**src/rtl/i4004_bus_master_if.sv**
```systemverilog
// 4004-style multiplexed nibble bus shared by the
// bus master and its ROM/RAM responders.
interface i4004_bus_master_if;
  logic [3:0] data_in;
  logic [3:0] data_out;
  logic       data_oe;
  logic       sync;
  logic       cm_rom;
  logic       cm_ram;

  modport master (
    input  data_in,
    output data_out,
    output data_oe,
    output sync,
    output cm_rom,
    output cm_ram
  );

  modport slave (
    output data_in,
    input  data_out,
    input  data_oe,
    input  sync,
    input  cm_rom,
    input  cm_ram
  );
endinterface

```
**src/rtl/i4004_bus_master.sv**
```systemverilog
// 4004-style bus master: eight-phase instruction ring
// sequencing PC out, opcode fetch, SRC and I/O traffic.
module i4004_bus_master #(
  parameter logic [11:0] PC_RESET = 12'h000
) (
  input  logic                       cp2,
  input  logic                       reset,
  i4004_bus_master_if.master         bus,
  input  logic                       jmp_valid,
  input  logic [11:0]                jmp_addr,
  input  logic [7:0]                 src_pair,
  input  logic [3:0]                 wr_data,
  output logic [3:0]                 instr_opr,
  output logic [3:0]                 instr_opa,
  output logic                       instr_valid,
  output logic [3:0]                 rd_data,
  output logic                       rd_valid,
  output logic [11:0]                pc
);

  typedef enum logic [2:0] {
    A1, A2, A3, M1, M2, E1, E2, E3
  } state_t;

  state_t     state, state_nx;
  logic       active;
  logic [7:0] src_q;
  logic [3:0] wr_q;
  logic       is_src, is_wr, is_rd;

  // active stays low while reset is held, so outputs are quiet
  // and the ring resumes at A1 in the cycle after release
  always_ff @(posedge cp2) begin
    if (!reset) begin
      state  <= A1;
      active <= 1'b0;
    end else begin
      state  <= state_nx;
      active <= 1'b1;
    end
  end

  always_comb begin
    state_nx = A1;
    if (active) begin
      unique case (state)
        A1: state_nx = A2;
        A2: state_nx = A3;
        A3: state_nx = M1;
        M1: state_nx = M2;
        M2: state_nx = E1;
        E1: state_nx = E2;
        E2: state_nx = E3;
        E3: state_nx = A1;
      endcase
    end
  end

  assign is_src = (instr_opr == 4'h2) && instr_opa[0];
  assign is_wr  = (instr_opr == 4'hE) && !instr_opa[3];
  assign is_rd  = (instr_opr == 4'hE) && instr_opa[3];

  always_ff @(posedge cp2) begin
    if (!reset) begin
      pc        <= PC_RESET;
      instr_opr <= 4'h0;
      instr_opa <= 4'h0;
      rd_data   <= 4'h0;
      src_q     <= 8'h00;
      wr_q      <= 4'h0;
    end else if (active) begin
      if (state == M1)
        instr_opr <= bus.data_in;
      if (state == M2)
        instr_opa <= bus.data_in;
      if (state == E1) begin
        src_q <= src_pair;
        wr_q  <= wr_data;
        pc    <= jmp_valid ? jmp_addr : pc + 12'd1;
      end
      if (state == E2 && is_rd)
        rd_data <= bus.data_in;
    end
  end

  always_comb begin
    bus.data_out = 4'h0;
    bus.data_oe  = 1'b0;
    bus.sync     = 1'b0;
    bus.cm_rom   = 1'b0;
    bus.cm_ram   = 1'b0;
    instr_valid  = 1'b0;
    rd_valid     = 1'b0;
    if (active) begin
      unique case (state)
        A1: begin
          bus.data_oe  = 1'b1;
          bus.data_out = pc[3:0];
        end
        A2: begin
          bus.data_oe  = 1'b1;
          bus.data_out = pc[7:4];
        end
        A3: begin
          bus.data_oe  = 1'b1;
          bus.data_out = pc[11:8];
        end
        M1: ;
        M2: begin
          bus.cm_rom = 1'b1;
          bus.cm_ram = 1'b1;
        end
        E1: instr_valid = 1'b1;
        E2: begin
          if (is_src) begin
            bus.data_oe  = 1'b1;
            bus.data_out = src_q[7:4];
            bus.cm_rom   = 1'b1;
            bus.cm_ram   = 1'b1;
          end else if (is_wr) begin
            bus.data_oe  = 1'b1;
            bus.data_out = wr_q;
          end
        end
        E3: begin
          bus.sync = 1'b1;
          if (is_src) begin
            bus.data_oe  = 1'b1;
            bus.data_out = src_q[3:0];
          end
          rd_valid = is_rd;
        end
      endcase
    end
  end

endmodule

```
**src/flat_wrapper.sv**
```systemverilog
// flat-port wrapper written by rule: the top's interface ports become plain ports
module i4004_bus_master_flat 
#(
  parameter logic [11:0] PC_RESET = 12'h000
)
  (cp2, reset, jmp_valid, jmp_addr, src_pair, wr_data, instr_opr, instr_opa, instr_valid, rd_data, rd_valid, pc, bus_data_in, bus_data_out, bus_data_oe, bus_sync, bus_cm_rom, bus_cm_ram);
  i4004_bus_master_if bus_i ();
  input  logic cp2;
  input  logic reset;
  input  logic jmp_valid;
  input  logic [11:0] jmp_addr;
  input  logic [7:0] src_pair;
  input  logic [3:0] wr_data;
  output logic [3:0] instr_opr;
  output logic [3:0] instr_opa;
  output logic instr_valid;
  output logic [3:0] rd_data;
  output logic rd_valid;
  output logic [11:0] pc;
  input wire logic [$bits(bus_i.data_in)-1:0] bus_data_in;
  output wire logic [$bits(bus_i.data_out)-1:0] bus_data_out;
  output wire logic [$bits(bus_i.data_oe)-1:0] bus_data_oe;
  output wire logic [$bits(bus_i.sync)-1:0] bus_sync;
  output wire logic [$bits(bus_i.cm_rom)-1:0] bus_cm_rom;
  output wire logic [$bits(bus_i.cm_ram)-1:0] bus_cm_ram;
  assign bus_i.data_in = bus_data_in;
  assign bus_data_out = bus_i.data_out;
  assign bus_data_oe = bus_i.data_oe;
  assign bus_sync = bus_i.sync;
  assign bus_cm_rom = bus_i.cm_rom;
  assign bus_cm_ram = bus_i.cm_ram;
  i4004_bus_master #(.PC_RESET(PC_RESET)) u_core (.cp2(cp2), .reset(reset), .bus(bus_i), .jmp_valid(jmp_valid), .jmp_addr(jmp_addr), .src_pair(src_pair), .wr_data(wr_data), .instr_opr(instr_opr), .instr_opa(instr_opa), .instr_valid(instr_valid), .rd_data(rd_data), .rd_valid(rd_valid), .pc(pc));
endmodule
```
**config.mk**
```make
export PLATFORM = sky130hd
export DESIGN_NAME = i4004_bus_master_flat
export DESIGN_NICKNAME = d
export VERILOG_FILES = /design/src/rtl/i4004_bus_master_if.sv /design/src/rtl/i4004_bus_master.sv /design/src/flat_wrapper.sv
export SDC_FILE = /design/constraint.sdc
export NUM_CORES = 1
export LEC_CHECK = 0
export BUFFER_PORTS_ARGS = -buffer_cell sky130_fd_sc_hd__buf_4
export CORE_ASPECT_RATIO = 1.75
export CORE_MARGIN = 5
export CORE_UTILIZATION = 55
export DETAILED_ROUTE_END_ITERATION = 8
export GPL_TIMING_DRIVEN = 0
export PLACE_DENSITY_LB_ADDON = 0.15
export SLEW_MARGIN = 15
export SYNTH_ARGS = -nofsm -noshare
export SYNTH_HDL_FRONTEND = slang
export SYNTH_SLANG_ARGS = --single-unit
export TNS_END_PERCENT = 10
```
**constraint.sdc**
```tcl
create_clock -name cp2 -period 4 [get_ports cp2]
set_input_delay 0.2 -clock cp2 [delete_from_list [all_inputs] [get_ports cp2]]
set_output_delay 0.2 -clock cp2 [all_outputs]
set_load 0.03 [all_outputs]
```
==> results.cfg <==
[clock_tree]
post_cts_buffers = 0
clock_tree.buffer_depth = 2
cts_resized = 0
clk_pin_slew_ns = 0.08
cts_hold_buffers = 0
insertion_delay_ns = 0.29
cts_sinks = 40
htreeDepth = 2
cts-root-buf = clkbuf_8
cts_tree = done
numCtsBuffers = 5

[critical_path]
crit_type = flip-flop to primary output
timing.rr.start = u_core.state[1]
required_ns = 3.80
start_kind = flip-flop
crit_start = u_core.state[0]
crit_path_end_kind = primary output
arrival_ns = 2.26
worstPathMaxFanout = 10

[synthesis]
avgSynthCellArea_um2 = 8.15
synth_flop_cell = dfxtp_1
ys_ff_latch = 40
yosysSeqAreaShare_pct = 38.5
synthDistinctLibCells = 46
synth_edf_count = 0
syn_area_um2 = 2080
syn_inst = 255
synthArstFlopShare_pct = 0
ys.warnings.count = 0
syn-num-nets = 291

[die]
ios = 65
dieHeight_um = 91.3
rows = 29
core_um2 = 3630
die_x_um = 56.5
die_area_um2 = 5160
start_util_pct = 57.3

[timing]
fmax_mhz = 406
finalHoldWorstSlack_ns = 0.0119
setup_ws_ns = 1.54
slew_viol_final = 0
rsz0062_at_grt = no
worst_pin_slew_ns = 0.508
finalCritPeriodShare_pct = 61.6
setup_viol = 0
hold_violations = 0
slew_headroom_pct = 66.1
fin_skew_ns = 0.00635
setup_tns_ns = 0
fin_crit_ns = 2.46

[global_route]
grt_usage_pct = 22.8
grt_pass1_wl_mm = 9.47
grt_max_degree = 13
grt_pass1_vias = 2116
grt_antenna_before_repair = 0
grt_remaining_overflow = 0

[pwr]
combPwrFrac_pct = 7.4
power.leakage_nw = 1.23
clock_power_share_pct = 44.1
ir_drop_mv = 0.357
power.switching_mw = 0.178
pwr-share-seq_pct = 48.5
power_switching_share_pct = 21.5
p_total_mw = 0.828
p_per_area_nw_per_um2 = 302
p_int_mw = 0.650

[placed_design]
gp_congestion = 0.849
place_hpwl_mm = 4.53
port_buffers = 64
pre_cts_slack_ns = 1.90
dp_cells = 365

[final_layout]
nets = 362
synthToLayoutAreaGrowth_pct = 32.0
fill_cells = 312
antennaDiodeCount = 0
layout_commonest_cell = buf_4
final_cells = 373
mostFrequentLayoutCells = 65 x buf_4, 40 x dfxtp_1, 39 x nand2_1
drive_gt1_share_pct = 27.2

[detailed_routing]
postRouteAntennaNets = 0
routed_wl_mm = 5.97
drcViolationCount = 0
first_pass_iters = 4
wl_per_cell_um = 16.0
drt-initial-drc-count = 105
vias_per_cell = 5.87
num_vias = 2190

[hold_path]
hold_start = reset
hp-class = input pin to flip-flop

[run_status]
status = completed

[job]
max-cap-violations = 0
## registers in the layout, indices dropped and copies added (netlist names)
signal,count
u_core.rd_data,4
u_core.pc,12
u_core.state,3
u_core.wr_q,4
u_core.instr_opr,4
u_core.active,1
u_core.src_q,8
u_core.instr_opa,4
## Yosys cell counts, types with 3 or more instances
library cell | count | area, µm²
a21oi_1 | 22 | 110
a222oi_1 | 4 | 40.0
a22oi_1 | 5 | 37.5
a31oi_1 | 7 | 43.8
and3_1 | 7 | 43.8
buf_2 | 7 | 35.0
clkbuf_1 | 7 | 26.3
dfxtp_1 | 40 | 801
ha_1 | 5 | 62.6
inv_1 | 5 | 18.8
mux2i_1 | 15 | 150
nand2_1 | 39 | 146
nand3_1 | 10 | 50.1
nand4_1 | 7 | 43.8
nor2_1 | 24 | 90.1
nor3_1 | 4 | 20.0
o21ai_0 | 8 | 40.0
o32ai_1 | 3 | 26.3
## worst paths after layout
path	slack (ns)	depth (start not counted)	to
worst max register to register	2.14	7	u_core.pc[5]
worst min register to register	0.46	2	u_core.src_q[3]
worst min-delay path	0.01	1	u_core.active
worst max-delay path	1.54	8	bus_data_out[1]
## cell type report
cell class	instances	area (µm²)	share of cell area, %
Buffer	19	92.6	3.38
Clock buffer	7	96.3	3.51
Clock inverter	1	30.0	1.09
Inverter	6	22.5	0.821
Multi-Input combinational cell	190	1160	42.4
Sequential cell	40	801	29.2
Tap cell	46	57.6	2.10
Timing Repair Buffer	64	480	17.5
## metal layers
metal / part of all wire, % / GRT usage [%]
met4: 3.9 / 11.1
met2: 53 / 42.6
met1: 36 / 23.4
met5: 0 / 0
met3: 7.0 / 4.26
## critical path, stage by stage, from the launching register on
cell	delay [ns]
dfxtp_1	0.40
inv_1	0.09
ha_1	0.26
clkbuf_1	0.24
a222oi_1	0.45
o32ai_1	0.17
a21oi_1	0.14
nor2_1	0.06
buf_4	0.17
## metrics by stage
| step | utilization [%] | instance area [µm²] |
|---|---|---|
| after global routing | 75.6 | 2740 |
| after floorplan | - | 2080 |
| after detailed placement | 72.1 | 2620 |
| final | 75.6 | 2740 |
| after CTS | 75.6 | 2740 |
| after global placement | 72.1 | 2620 |
## power groups by stage
stage                     sequential, mW  combinational, mW  clock (mW)
final                              0.401             0.0616       0.365
after floorplan                    0.411             0.0272           0
after global routing               0.402             0.0667       0.379
after CTS                          0.401             0.0613       0.363
after global placement             0.410             0.0599           0
after detailed placement           0.411             0.0606           0
## cells by family (layout without fill, tap and decap cells)
group                    after synthesis  in the layout  synth area share [%]
AO/OA/AOI/OAI                         59             59                  18.4
XOR/XNOR                               1              1                 0.422
adder cells (fa/ha/maj)                5              5                  3.01
buffers and inverters                 25             97                  5.54
flip-flops                            40             40                  38.5
multiplexers                          16             16                  7.77
AND/OR/NAND/NOR                      109            109                  26.4
No activity file was read; power rests on OpenSTA's default activity.
